## config.mk

```make
export PLATFORM = sky130hd
export DESIGN_NAME = bitmap_scan_encoder
export DESIGN_NICKNAME = d
export VERILOG_FILES = /design/src/rtl/bitmap_scan_encoder.sv
export SDC_FILE = /design/constraint.sdc
export NUM_CORES = 1
export LEC_CHECK = 0
export CAP_MARGIN = 40
export CORE_ASPECT_RATIO = 1.25
export CORE_MARGIN = 2
export CORE_UTILIZATION = 57
export DETAILED_ROUTE_END_ITERATION = 10
export PLACE_DENSITY_LB_ADDON = 0.15
export SETUP_SLACK_MARGIN = 0.02
export SLEW_MARGIN = 20
export SYNTH_ARGS = -nofsm -noshare
export SYNTH_HDL_FRONTEND = slang
export SYNTH_SLANG_ARGS = --single-unit
```

## constraint.sdc

```tcl
create_clock -name clk -period 8.5 [get_ports clk]
set_input_delay 2.55 -clock clk [delete_from_list [all_inputs] [get_ports clk]]
set_output_delay 2.55 -clock clk [all_outputs]
set_load 0.02 [all_outputs]
```

## src/rtl/bitmap_scan_encoder.sv

```systemverilog
// Streams the set-bit positions of an accepted bitmap, one index per beat, LSB- or MSB-first.
// Optional out_total popcount port is enabled by defining BITMAP_SCAN_POPCOUNT_EN.
module bitmap_scan_encoder #(
   parameter  int WIDTH = 32,
   localparam int IDXW  = $clog2(WIDTH)
) (
   input  logic             clk,
   input  logic             rst,
   input  logic             flush,
   input  logic             in_valid,
   output logic             in_ready,
   input  logic [WIDTH-1:0] in_vec,
   input  logic             in_msb_first,
   output logic             out_valid,
   input  logic             out_ready,
   output logic [IDXW-1:0]  out_idx,
   output logic [IDXW:0]    out_seq,
   output logic             out_last,
   output logic             out_zero
`ifdef BITMAP_SCAN_POPCOUNT_EN
   ,
   output logic [IDXW:0]    out_total
`endif
);
   typedef enum logic [1:0] {IDLE, SCAN, ZERO} state_t;

   state_t           r_state, w_state_nxt;
   logic [WIDTH-1:0] r_mask,  w_mask_nxt;
   logic [IDXW:0]    r_seq,   w_seq_nxt;
   logic             r_msb,   w_msb_nxt;
   logic [IDXW-1:0]  w_lo_idx, w_hi_idx;
   logic             w_one_left, w_accept, w_beat;

   // Priority encoders: the last match in each loop wins
   always_comb begin
      w_lo_idx = '0;
      w_hi_idx = '0;
      for (int i = WIDTH-1; i >= 0; i--)
         if (r_mask[i]) w_lo_idx = IDXW'(i);
      for (int i = 0; i < WIDTH; i++)
         if (r_mask[i]) w_hi_idx = IDXW'(i);
   end

   assign w_one_left = (r_mask != '0) && ((r_mask & (r_mask - WIDTH'(1))) == '0);

   assign in_ready  = (r_state == IDLE);
   assign out_valid = (r_state != IDLE);
   assign out_idx   = (r_state == SCAN) ? (r_msb ? w_hi_idx : w_lo_idx) : '0;
   assign out_seq   = r_seq;
   assign out_last  = (r_state == ZERO) || ((r_state == SCAN) && w_one_left);
   assign out_zero  = (r_state == ZERO);
   assign w_accept  = in_valid & in_ready;
   assign w_beat    = out_valid & out_ready;

   always_comb begin
      w_state_nxt = r_state;
      w_mask_nxt  = r_mask;
      w_seq_nxt   = r_seq;
      w_msb_nxt   = r_msb;
      if (flush) begin
         w_state_nxt = IDLE;
         w_mask_nxt  = '0;
         w_seq_nxt   = '0;
      end else begin
         case (r_state)
            IDLE: if (w_accept) begin
               w_mask_nxt  = in_vec;
               w_msb_nxt   = in_msb_first;
               w_seq_nxt   = '0;
               w_state_nxt = (in_vec != '0) ? SCAN : ZERO;
            end
            SCAN: if (w_beat) begin
               w_mask_nxt[out_idx] = 1'b0;
               w_seq_nxt           = r_seq + (IDXW+1)'(1);
               if (out_last) w_state_nxt = IDLE;
            end
            ZERO: if (out_ready) w_state_nxt = IDLE;
            default: w_state_nxt = IDLE;
         endcase
      end
   end

   always_ff @(posedge clk or posedge rst) begin
      if (rst) begin
         r_state <= IDLE;
         r_mask  <= '0;
         r_seq   <= '0;
         r_msb   <= 1'b0;
      end else begin
         r_state <= w_state_nxt;
         r_mask  <= w_mask_nxt;
         r_seq   <= w_seq_nxt;
         r_msb   <= w_msb_nxt;
      end
   end

`ifdef BITMAP_SCAN_POPCOUNT_EN
   logic [IDXW:0] r_total, w_pop;

   always_comb begin
      w_pop = '0;
      for (int i = 0; i < WIDTH; i++)
         w_pop = w_pop + (IDXW+1)'(in_vec[i]);
   end

   always_ff @(posedge clk or posedge rst) begin
      if (rst)                     r_total <= '0;
      else if (w_accept && !flush) r_total <= w_pop;
   end

   assign out_total = r_total;
`endif

endmodule
```

==> impl_metrics.py <==
metrics = {
    "layout": {
        "layout_common_cells": "clkdlybuf4s50_1 (52), nand2_1 (47), dfrtp_1 (41)",
        "syn_to_final_growth_pct": 18.3,
        "n_fill_cell": 484,
        "mostFrequentLayoutCell": "clkdlybuf4s50_1",
        "antenna_cells": 0,
        "regArea_sq_um": 1030,
        "drive_gt1_frac": 0.0784,
        "multi_input_area_sq_um": 2080,
        "nets": 510,
        "final_cells": 538,
    },
    "status": {
        "status": "finished clean",
    },
    "sta": {
        "maxSlewHeadroom": 0.428,
        "min_period_over_period": 0.724,
        "report.final.slew_viol_count": 0,
        "clock.fmax_mhz": 163,
        "hold_ws_ns": 0.533,
        "worstMarginPinSlew_ns": 0.848,
        "finalSetupViolCount": 0,
        "fin_skew_ns": 0.00500,
        "period_needed_ns": 6.15,
        "rsz0062_at_grt": "false",
        "hold_violations": 0,
        "setup_tns_ns": 0,
    },
    "setup_path": {
        "crit_arrival_ns": 3.60,
        "critical_path.max_fanout": 8,
        "slowest_delay_ns": 0.69,
        "crit_chain": "nor4_2 -> nand4_1 -> o31ai_1 -> nand3_1 -> or4_4 -> o22ai_1 -> clkdlybuf4s50_1",
        "path_delay_family": "simple AND/OR/NAND/NOR gates",
        "crit_type": "flop to output port",
        "crit_path_start_kind": "flop",
        "cp.buffers_inverters": 1,
        "cp.required_ns": 5.95,
        "critical-path-slowest-cell": "nor4_2",
        "crit_path_end_kind": "output port",
    },
    "routing": {
        "vias_per_cell": 7.13,
        "wl_um": 11900,
        "first_pass_iters": 6,
        "first_iter_violations": 525,
        "post_drt_wl_per_cell_um": 22.1,
        "vias": 3834,
        "drc": 0,
        "ant_nets": 0,
    },
    "power_and_ir_drop": {
        "peakVddDrop_mv": 0.127,
        "cellPowerDensity_nw_per_um2": 255,
        "cellLeakagePower_nw": 1.58,
    },
    "worst_hold_path": {
        "min_path_type": "flop to flop",
    },
    "run": {
        "maxCapViolCount": 0,
    },
    "global_routing": {
        "grtUsageTotal": 0.366,
        "overflow": 0,
        "antenna_found_initial": 0,
        "grt_max_degree": 42,
        "first_global_vias": 3542,
        "grt_pass1_wl_um": 18700,
    },
    "clock_tree": {
        "cts_buffers": 5,
        "cts_buffer_depth": 2,
        "clkSinkCount": 41,
        "cts_hold_buf": 0,
        "cts_tree": "yes",
        "clkTransAtPathRegs_ns": 0.08,
        "clk_latency_ns": 0.30,
        "post_cts_buffers": 0,
        "htreeDepth": 2,
        "root_buffer": "clkbuf_8",
        "cts_resized": 0,
    },
    "die": {
        "die_y_um": 90.1,
        "start_util": 0.585,
        "die_x_um": 72.9,
        "core-area_sq_um": 5780,
        "die-area_sq_um": 6570,
        "pin_count": 53,
        "num_rows": 31,
    },
    "placement": {
        "gp_congestion": 1.01,
        "placed_cells": 530,
        "dp_hpwl_um": 8660,
        "numPortBuffers": 52,
    },
    "synth": {
        "ys_seq_area_frac": 0.303,
        "synth_nets": 480,
        "synth_warnings": 0,
        "synthArstFlopShare": 1.00,
        "synth_flop_cell": "dfrtp_1",
        "synth_seq_cells": 41,
        "syn_area_sq_um": 3380,
        "synth_area_per_cell_sq_um": 7.67,
        "synthCells": 441,
        "synth.distinct_cells": 66,
        "synth_edf_count": 0,
    },
}
## cell families (layout without fill, tap and decap cells)
logic type | count (synthesis) | in the layout | share of synthesized area
xor gates and xnor gates | 1 | 1 | 0.00259
DFF | 41 | 41 | 0.303
adders and majority gates | 1 | 1 | 0.00370
buffers and inverters | 63 | 94 | 0.0843
muxes | 4 | 4 | 0.0122
and+or+nand+nor | 172 | 172 | 0.269
AOI/OAI and AO/OA | 159 | 159 | 0.324
## cell usage after synthesis (2+ instances only)
library cell / number / area [sq um]
o22ai_1: 5 / 31.3
a221oi_1: 2 / 17.5
o41ai_1: 3 / 26.3
a22o_1: 3 / 26.3
buf_2: 12 / 60.1
o31ai_1: 6 / 45.0
nor2b_1: 3 / 18.8
nand2b_1: 4 / 25.0
o211ai_1: 5 / 37.5
mux2i_1: 3 / 30.0
nand2_1: 47 / 176
nor4_2: 3 / 37.5
or2_2: 3 / 18.8
a22oi_1: 17 / 128
nor3_1: 14 / 70.1
a32o_1: 3 / 30.0
clkbuf_1: 20 / 75.1
a221o_1: 5 / 50.1
a21oi_1: 31 / 155
o32ai_1: 2 / 17.5
o21ai_0: 34 / 170
dfrtp_1: 41 / 1030
o311ai_0: 5 / 43.8
or4_1: 6 / 45.0
a31oi_1: 8 / 50.1
nand3_1: 14 / 70.1
inv_1: 24 / 90.1
or3_1: 3 / 18.8
o21ai_1: 3 / 15.0
or4_4: 2 / 22.5
nor3_2: 2 / 20.0
nor2_1: 37 / 139
and3_1: 7 / 43.8
buf_6: 4 / 45.0
nand4_1: 6 / 37.5
nor4_1: 14 / 87.6
o311ai_1: 11 / 96.3
## area by class of cell
class                   instances  area share
flip-flops and latches         41       0.256
clock buffers                   5      0.0172
clock inverters                 3      0.0163
inverters                      25      0.0235
well taps                      66      0.0206
repair buffers                 61       0.147
multi-input cells             337       0.519
## state kept, by name, summed over array words and instances, names as in the netlist
name,flops
r_mask,32
out_seq,6
r_msb,1
r_state,2
## worst register-to-register path, delay by kind of cell (launching register included)
kind	cells	cell delay [ns]
compound gates	4	1.15
buf+inv	1	0.20
simple gates	3	1.22
flops	1	0.51
## routing by layer
metal | routed length (um) | GRT usage
met1 | 4760 | 0.505
met2 | 5480 | 0.548
met3 | 1150 | 0.0785
met4 | 519 | 0.153
met5 | 0 | 0
## report_power, final
part	switching (W)	total (W)	internal, W
Sequential	0.0000979	0.000326	0.000228
Combinational	0.000315	0.000506	0.000191
Clock	0.0000725	0.000189	0.000117
Total	0.000485	0.00102	0.000536
## metrics by stage
step / util / setup WS [ns] / power [W] / area (sq um)
2_1_floorplan: - / 3.48 / 0.000649 / 3380
5_1_grt: 0.692 / 2.23 / 0.00107 / 4000
3_3_place_gp: 0.668 / 2.75 / 0.000809 / 3860
6_report: 0.692 / 2.35 / 0.00102 / 4000
3_5_place_dp: 0.669 / 2.79 / 0.000808 / 3870
4_1_cts: 0.692 / 2.43 / 0.000997 / 4000
## path summary, 6_finish.rpt
kind | startpoint | endpoint | slack [ns] | cells after the start
setup / recovery | r_mask[3] | out_last | 2.35 | 7
hold / removal | out_seq[2] | out_seq[2] | 0.53 | 1
setup reg to reg | r_mask[14] | r_mask[4] | 5.29 | 8
min in group asynchronous | rst | r_mask[31] | 2.69 | 3
max in group asynchronous | rst | r_mask[12] | 5.43 | 3
hold reg to reg | out_seq[2] | out_seq[2] | 0.53 | 1
Power figures use the tool's default switching activity.
